<file path="src/rtl/lion_fetch_aligner.sv">
// Instruction-fetch realigner: word-aligned fetches into a 4-halfword FIFO,
// issuing whole 16/32-bit RV32IC instructions with their PC to decode.
module lion_fetch_aligner #(
   parameter logic [31:0] RESET_PC = 32'h0000_0000
) (
   input  logic        clk,
   input  logic        resetn,
   input  logic        redirect_valid,
   input  logic [31:0] redirect_pc,
   output logic        mem_valid,
   output logic        mem_instr,
   output logic [31:0] mem_addr,
   input  logic        mem_ready,
   input  logic [31:0] mem_rdata,
   output logic        out_valid,
   input  logic        out_ready,
   output logic [31:0] out_insn,
   output logic [31:0] out_pc,
   output logic        out_compressed
);

   localparam logic [31:0] ResetFetch = {RESET_PC[31:2], 2'b00};
   localparam logic [31:0] ResetPc    = {RESET_PC[31:1], 1'b0};

   logic [63:0] buf_q, buf_d;
   logic [2:0]  cnt_q, cnt_d;
   logic [31:0] fetch_addr_q, fetch_addr_d;
   logic [31:0] pc_q, pc_d;
   logic        skip_lo_q, skip_lo_d;

   logic [15:0] hw0, hw1;
   logic        head_is32, issue_ok, out_fire, mem_fire, push_lo, push_hi;
   logic [31:0] insn;
   logic [1:0]  pop_n;
   logic [2:0]  rem, hi_idx;
   logic [63:0] shifted;

   always_comb begin
      hw0       = buf_q[15:0];
      hw1       = buf_q[31:16];
      head_is32 = (hw0[1:0] == 2'b11);
      issue_ok  = head_is32 ? (cnt_q >= 3'd2) : (cnt_q >= 3'd1);
      insn      = head_is32 ? {hw1, hw0} : {16'h0000, hw0};

      out_valid      = resetn && !redirect_valid && issue_ok;
      out_insn       = resetn ? insn : 32'h0;
      out_pc         = resetn ? pc_q : ResetPc;
      out_compressed = (out_insn[1:0] != 2'b11);

      // Threshold of 2 leaves room for a full word push after any pop.
      mem_valid = resetn && !redirect_valid && (cnt_q <= 3'd2);
      mem_instr = mem_valid;
      mem_addr  = fetch_addr_q;
   end

   always_comb begin
      out_fire = out_valid && out_ready;
      mem_fire = mem_valid && mem_ready;
      pop_n    = out_fire ? (head_is32 ? 2'd2 : 2'd1) : 2'd0;
      rem      = cnt_q - {1'b0, pop_n};
      shifted  = buf_q >> {pop_n, 4'b0000};
      push_lo  = mem_fire && !skip_lo_q;
      push_hi  = mem_fire;
      hi_idx   = rem + {2'b00, push_lo};

      buf_d = shifted;
      for (int i = 0; i < 4; i++) begin
         if (push_lo && (rem == 3'(i))) begin
            buf_d[16*i +: 16] = mem_rdata[15:0];
         end
         if (push_hi && (hi_idx == 3'(i))) begin
            buf_d[16*i +: 16] = mem_rdata[31:16];
         end
      end
      cnt_d        = hi_idx + {2'b00, push_hi};
      fetch_addr_d = mem_fire ? fetch_addr_q + 32'd4 : fetch_addr_q;
      skip_lo_d    = mem_fire ? 1'b0 : skip_lo_q;
      pc_d         = out_fire ? pc_q + (head_is32 ? 32'd4 : 32'd2) : pc_q;

      if (redirect_valid) begin
         buf_d        = '0;
         cnt_d        = 3'd0;
         fetch_addr_d = redirect_pc & ~32'h3;
         skip_lo_d    = redirect_pc[1];
         pc_d         = redirect_pc & ~32'h1;
      end
   end

   always_ff @(posedge clk) begin
      if (!resetn) begin
         buf_q        <= '0;
         cnt_q        <= 3'd0;
         fetch_addr_q <= ResetFetch;
         skip_lo_q    <= RESET_PC[1];
         pc_q         <= ResetPc;
      end else begin
         buf_q        <= buf_d;
         cnt_q        <= cnt_d;
         fetch_addr_q <= fetch_addr_d;
         skip_lo_q    <= skip_lo_d;
         pc_q         <= pc_d;
      end
   end

endmodule

</file>
<file path="config.mk">
export PLATFORM = sky130hd
export DESIGN_NAME = lion_fetch_aligner
export DESIGN_NICKNAME = d
export VERILOG_FILES = /design/src/rtl/lion_fetch_aligner.sv
export SDC_FILE = /design/constraint.sdc
export NUM_CORES = 1
export LEC_CHECK = 0
export CAP_MARGIN = 20
export CORE_MARGIN = 3
export CORE_UTILIZATION = 31
export DETAILED_ROUTE_END_ITERATION = 7
export GPL_ROUTABILITY_DRIVEN = 0
export SLEW_MARGIN = 10
export SYNTH_ARGS = -nofsm -noshare
export SYNTH_HDL_FRONTEND = slang
export SYNTH_SLANG_ARGS = --single-unit
</file>
<file path="constraint.sdc">
create_clock -name clk -period 4.45 [get_ports clk]
set_input_delay 1.1125 -clock clk [delete_from_list [all_inputs] [get_ports clk]]
set_output_delay 1.1125 -clock clk [all_outputs]
set_load 0.005 [all_outputs]
</file>
==> metrics.md, run 1 <==
| Metric | Value |
|---|---|
| RSZ-0062 raised after global routing | no |
| Worst-Skew Late Latency | 0.43 ns |
| Largest net degree at the start of global routing | 47 |
| Buffers added on ports | 164 |
| Post-CTS Resized | 0 |
| Period utilization | 86.6% |
| Post-Synth Simple-Gate Area | 23.9% |
| Leakage | 3.79 nW |
| Max-cap violations | 0 |
| Tmin final | 3.86 ns |
| Synth Area in XOR/XNOR | 1.99% |
| Ys flop type | dfxtp_1 |
| Initial Utilization | 32.0% |
| Initial antenna violation count | 0 |
| Most common cell after layout, fill and taps aside | clkdlybuf4s50_1 |
| Share of layout cells above drive strength 1 | 9.78% |
| Drt wl/cell | 19.5 µm |
| Worst-path fanout max | 12 |
| Global-route wire length before repair | 44200 µm |
| Worst hold stages | 1 |
| Post-CTS Setup Inserts | 0 |
| Syn Inst Count | 975 |
| Rows | 57 |
| Die Y | 165 µm |
| DP HPWL | 19800 µm |
| Worst slew pin tran | 0.991 ns |
| TritonCTS clock tree | yes |
| Fmax | 259 MHz |
| IO Pins | 169 |
| Main combinational cell family by area after synthesis | compound AO/OA/AOI/OAI gates |
| First drt pass iteration count | 5 |
| FF-to-FF Start | cnt_q[1]$_SDFF_PP0_ |
| Distinct cells, synth | 75 |
| H-tree levels | 4 |
| Residual DRC | 0 |
| FF-to-FF End | buf_q[0]$_SDFFE_PP0P_ |
| WP data arrival | 4.18 ns |
| Post-Synth Adder-Cell Area | 1.62% |
| Clock Sinks | 129 |
| Pwr Density | 285 nW/µm² |
| DIE AREA | 27300 µm² |
| FFs w/ async S/R, synth | 0% |
| Vias in the first global route | 7747 |
| Routed Antenna Nets | 0 |
| CTS root buffer | clkbuf_16 |
| Slew headroom | 33.8% |
| R2r worst-path depth | 11 |
| Overflow after GRT | 0 |
| Synth Area per Inst | 8.08 µm² |
| Finished Core Util | 42.7% |
| Die Width | 165 µm |
| WP data required | 4.77 ns |
| Peak supply drop | 0.175 mV |
| Worst Hold Launch | buf_q[12]$_SDFFE_PP0P_ |
| Via count | 8262 |
| Fin Setup TNS | 0 ns |
| Core ar. | 24600 µm² |
| Number of synthesized register bits | 129 |
| Nets | 1200 |
| Post-synth EDFFs | 0 |
| Clk slew on worst S/H paths | 0.06 ns |
| WHS Endpoint | buf_q[12]$_SDFFE_PP0P_ |
| Layout area overhead | 33.6% |
| WS Path Type | primary input to flop |
| Syn. warnings | 0 |
| GRT Overall Usage | 20.6% |
| Slew Limit Fails | 0 |
| Final Hold Vio Count | 0 |
| Initial drt markers | 685 |
| Setup Viol. Count Final | 0 |
| Final wirelength | 28400 µm |
| HP Class | flop to flop |
| Sequential area share after synthesis | 32.8% |
| Skew final | 0.0146 ns |
| Mapped Area | 7870 µm² |
| CTS Hold Bufs | 0 |
| Worst Setup Start Kind | primary input |
| TritonCTS Buffers | 17 |
| Commonest cells after routing, fill and taps aside | clkdlybuf4s50_1, dfxtp_1, nand2_1, nor2_1, and2_1 |
| Post-synthesis compound-gate area fraction | 30.9% |
| Status | finished, final reports clean |
| Slack of the worst reg-to-reg path | 1.13 ns |
| Routed vias/inst | 5.66 |
| Worst-case clock buffer depth | 2 |
| Mux share of post-synthesis cell area | 2.37% |
| Worst Setup End Kind | flop |
| Antenna cells | 0 |
==> synth_stat cells, types with 9 or more instances <==
cell        n  area (µm²)
nand3_1    19        95.1
o21ai_0    36         180
a21oi_1    54         270
a22oi_1    28         210
a221oi_1   20         175
a22o_1     31         272
o221ai_1   10        87.6
and2_1     53         332
o211a_1    17         170
nor3_1     34         170
and3_1     14        87.6
o221ai_2    9         135
mux2i_1    13         130
o22ai_1    13        81.3
nor2_1     68         255
a31oi_1    12        75.1
dfxtp_1   129        2580
clkbuf_1   49         184
o211ai_1   28         210
xor2_1      9        78.8
nand4_1    22         138
o21a_1     24         180
buf_2      15        75.1
inv_1      38         143
nand2_1    94         353
==> routing by layer <==
| layer | up-vias | global-route usage [%] | part of all wire [%] |
|---|---|---|---|
| li1 | 3943 | - | - |
| met1 | 3904 | 28.0 | 44 |
| met2 | 387 | 33.1 | 47 |
| met3 | 28 | 4.81 | 7.9 |
| met4 | 0 | 4.54 | 1.1 |
| met5 | - | 0 | 0 |
==> sequential cells by signal, indices dropped and copies added (netlist names) <==
register and flops:
mem_addr 30, skip_lo_q 1, pc_q 31, buf_q 64, cnt_q 3
==> worst max-delay path by stage <==
stage,start,to,cells after the start
3_5_place_dp,out_ready,buf_q[16]$_SDFFE_PP0P_,10
4_1_cts,out_ready,buf_q[16]$_SDFFE_PP0P_,10
6_report,out_ready,buf_q[0]$_SDFFE_PP0P_,12
5_1_grt,out_ready,buf_q[20]$_SDFFE_PP0P_,10
3_3_place_gp,out_ready,buf_q[0]$_SDFFE_PP0P_,12
2_1_floorplan,redirect_valid,buf_q[33]$_SDFF_PP0_,14
==> worst max-delay path: stages <==
cell and delay, ns:
clkdlybuf4s50_1 0.44, and3b_1 0.21, nand3_1 0.10, inv_1 0.05, ha_1 0.18, fa_1 0.42
or3b_1 0.44, or4_4 0.56, nand2_2 0.17, buf_12 0.16, o211ai_1 0.13, a22o_1 0.19
==> cell type report <==
class	count	area, µm²
sequential	129	2580
tap	324	405
inverter	40	150
clock buffer	18	429
timing repair buffer	206	1990
fill	2466	14100
multi-input combinational	728	4830
clock inverter	14	123
==> through the flow <==
step	area, µm²	hold WS, ns	std cells	power [mW]	setup slack, ns
6_report	10500	0.471	1459	3.00	0.595
5_1_grt	10500	0.485	1459	3.11	0.306
4_1_cts	10500	0.477	1457	3.01	0.593
3_5_place_dp	9930	0.462	1425	1.68	0.158
3_3_place_gp	9930	0.454	1425	1.67	0.185
2_1_floorplan	7880	0.441	977	1.45	0.0589
==> logic make-up (layout without fill, tap and decap cells) <==
family | Yosys count | in the layout
XOR/XNOR | 17 | 17
flip-flops | 129 | 129
other | 1 | 3
AO/OA/AOI/OAI | 327 | 327
AND/OR/NAND/NOR | 354 | 354
multiplexers | 18 | 18
buffers and inverters | 120 | 278
adder cells (fa/ha/maj) | 9 | 9
==> power breakdown <==
| group | switching (mW) | leakage [nW] | internal (mW) |
|---|---|---|---|
| sequential | 0.0525 | 1.05 | 1.20 |
| clock | 0.611 | 0.258 | 0.730 |
| combinational | 0.206 | 2.47 | 0.197 |
(Power assumes the default switching activity.)
==> inputs of run 2 (changes only) <==
DONT_BUFFER_PORTS = 1   (was not set)
==> run 2 against run 1 <==
Wire length fell by 4.7%. Hold slack barely moved. Setup slack improved by 0.18 ns. Count of clock-buffer cells in the layout rose by 1. Largest cell class unchanged. Sequential share of layout area rose by 4.9 points. Final cell count fell by 12%. Final area fell by 17%. Highest routed layer unchanged. Clock skew fell by 0.0041 ns. Utilization fell by 7.1 points. Maximum frequency rose by 4.8%. Global-route usage fell by 1.4 points. Combinational power fell by 43%.
==> metrics.md, run 2 (synthesis gave the netlist of run 1 again) <==
| Metric | Value |
|---|---|
| Period utilization | 82.7% (-4.0 points) |
| Skew final | 0.0105 ns (-0.00410 ns) |
| CTS Hold Bufs | 0 (unchanged) |
| Status | finished, final reports clean |
| WHS Endpoint | buf_q[12]$_SDFFE_PP0P_ |
| Setup Viol. Count Final | 0 (unchanged) |
| FF-to-FF End | buf_q[14]$_SDFFE_PP0P_ |
| Die Y | 165 µm (unchanged) |
| Share of layout cells above drive strength 1 | 10.1% (+0.27 points) |
| WP data arrival | 3.99 ns (-0.19 ns) |
| Core ar. | 24600 µm² (unchanged) |
| R2r worst-path depth | 10 (-1) |
| Crit-path cells | and3b_1 > nand3_1 > inv_1 > ha_1 > fa_1 > or3b_1 > or4_4 > nand2_2 > o221ai_1 > a221oi_1 |
| Vias in the first global route | 6961 (-10%) |
| Biggest register | buf_q |
| Largest stage delay, worst path | 0.58 ns (+0.02 ns) |
| Routed vias/inst | 5.89 (+4.1%) |
| RSZ-0062 raised after global routing | no |
| GRT Overall Usage | 19.2% (-1.4 points) |
| WS Path Type | primary input to flop |
| WP data required | 4.76 ns (about the same) |
| Die Width | 165 µm (unchanged) |
| DIE AREA | 27300 µm² (unchanged) |
| Clock Sinks | 129 (unchanged) |
| Clk slew on worst S/H paths | 0.06 ns (about the same) |
| Slew Limit Fails | 0 (unchanged) |
| Peak supply drop | 0.180 mV (+2.7%) |
| Fmax | 272 MHz (+4.8%) |
| Post-CTS Setup Inserts | 0 (unchanged) |
| Slack of the worst reg-to-reg path | 0.88 ns (-0.25 ns) |
| FF-to-FF Start | cnt_q[1]$_SDFF_PP0_ |
| Global-route wire length before repair | 41000 µm (-7.3%) |
| DP HPWL | 18600 µm (-6.3%) |
| Leakage | 3.12 nW (-18%) |
| Largest net degree at the start of global routing | 78 (+66%) |
| H-tree levels | 4 (unchanged) |
| Tmin final | 3.68 ns (-0.176 ns) |
| HP Class | flop to flop |
| Number of flip-flops in the largest register | 64 (unchanged) |
| Worst slew pin tran | 1.08 ns (+0.0894 ns) |
| Commonest cells after routing, fill and taps aside | dfxtp_1, nand2_1, nor2_1, and2_1, a21oi_1 |
| Worst-path fanout max | 49 (+37) |
| Initial antenna violation count | 0 (unchanged) |
| Final Hold Vio Count | 0 (unchanged) |
| Buffers added on ports | 0 (-100%) |
| Pwr Density | 329 nW/µm² (+15%) |
| Slew headroom | 28.0% (-5.8 points) |
| Worst Setup Start Kind | primary input |
| Nets | 1020 (-15%) |
| First drt pass iteration count | 5 (unchanged) |
| Worst Setup End Kind | flop |
| Layout area overhead | 11.2% |
| Critical path's slowest cell | or4_4 |
| Overflow after GRT | 0 (unchanged) |
| Initial drt markers | 584 (-15%) |
| TritonCTS Buffers | 17 (unchanged) |
| Worst-Skew Late Latency | 0.42 ns (about the same) |
| Rows | 57 (unchanged) |
| Post-CTS Resized | 0 (unchanged) |
| Final wirelength | 27100 µm (-4.7%) |
| Most common cell after layout, fill and taps aside | dfxtp_1 |
| Worst Hold Launch | buf_q[12]$_SDFFE_PP0P_ |
| Final hold slack | 0.471 ns (+0.000251 ns) |
| Fin Setup TNS | 0 ns (unchanged) |
| Via count | 7545 (-8.7%) |
| Drt wl/cell | 21.1 µm (+8.6%) |
| Initial Utilization | 32.0% (unchanged) |
| Residual DRC | 0 (unchanged) |
| IO Pins | 169 (unchanged) |
| Worst hold stages | 1 (unchanged) |
| CTS root buffer | clkbuf_16 |
| Worst-case clock buffer depth | 2 (unchanged) |
| Routed Antenna Nets | 0 (unchanged) |
| TritonCTS clock tree | yes |
| Max-cap violations | 0 (unchanged) |
[run 2: changes by cell type in the layout (fill, tap and decap cells not counted), moves of 2 or more]
cell / change
buf_4: -13
buf_12: -2
clkdlybuf4s50_1: -162
clkinv_2: +2
buf_2: -2
clkbuf_8: +2
[run 2: worst max-delay path by stage]
stage / from / end / slack, ns / cells after the start
floorplan: redirect_valid / buf_q[33]$_SDFF_PP0_ / 0.06 / 14
global placement: redirect_valid / buf_q[14]$_SDFFE_PP0P_ / 0.39 / 10
detailed placement: out_ready / buf_q[14]$_SDFFE_PP0P_ / 0.36 / 10
CTS: out_ready / buf_q[14]$_SDFFE_PP0P_ / 0.80 / 10
global route: redirect_valid / buf_q[10]$_SDFFE_PP0P_ / 0.66 / 9
finish: redirect_valid / buf_q[14]$_SDFFE_PP0P_ / 0.77 / 10
[run 2: cell type report]
| cell class | instances | area (µm²) |
|---|---|---|
| Antenna cell | 1 | 2.50 |
| Multi-Input combinational cell | 728 | 4840 |
| Clock inverter | 13 | 126 |
| Timing Repair Buffer | 26 | 195 |
| Sequential cell | 129 | 2580 |
| Inverter | 40 | 150 |
| Fill cell | 2560 | 15800 |
| Clock buffer | 19 | 453 |
| Tap cell | 324 | 405 |
[run 2: power by group]
group | leakage [nW] | internal [mW] | switching (mW)
Sequential | 1.05 | 1.20 | 0.0569
Combinational | 1.79 | 0.0896 | 0.141
Clock | 0.279 | 0.809 | 0.583
Total | 3.12 | 2.10 | 0.781
[run 2: per-layer routing]
| layer | global-route usage (%) | part of all wire, % | wire length, µm |
|---|---|---|---|
| met1 | 24.5 | 42 | 11400 |
| met2 | 30.8 | 47 | 12600 |
| met4 | 5.63 | 1.8 | 493 |
| met3 | 6.29 | 9.4 | 2530 |
| met5 | 0 | 0 | 0 |
[run 2: through the flow]
stage	setup WS (ns)	total power, mW	std cells	cell area [µm²]	utilization, %
2_1_floorplan	0.0589	1.45	977	7880	-
3_3_place_gp	0.393	1.51	1246	8170	33.2
3_5_place_dp	0.364	1.51	1246	8170	33.2
4_1_cts	0.801	2.90	1278	8750	35.6
5_1_grt	0.659	2.99	1279	8750	35.6
6_report	0.771	2.88	1280	8760	35.6
[run 2: worst max-delay path, delay by kind of cell]
family | cells | cell delay [ns]
compound gates | 2 | 0.51
simple gates | 5 | 1.71
buf+inv | 1 | 0.05
fa+ha+maj | 2 | 0.59
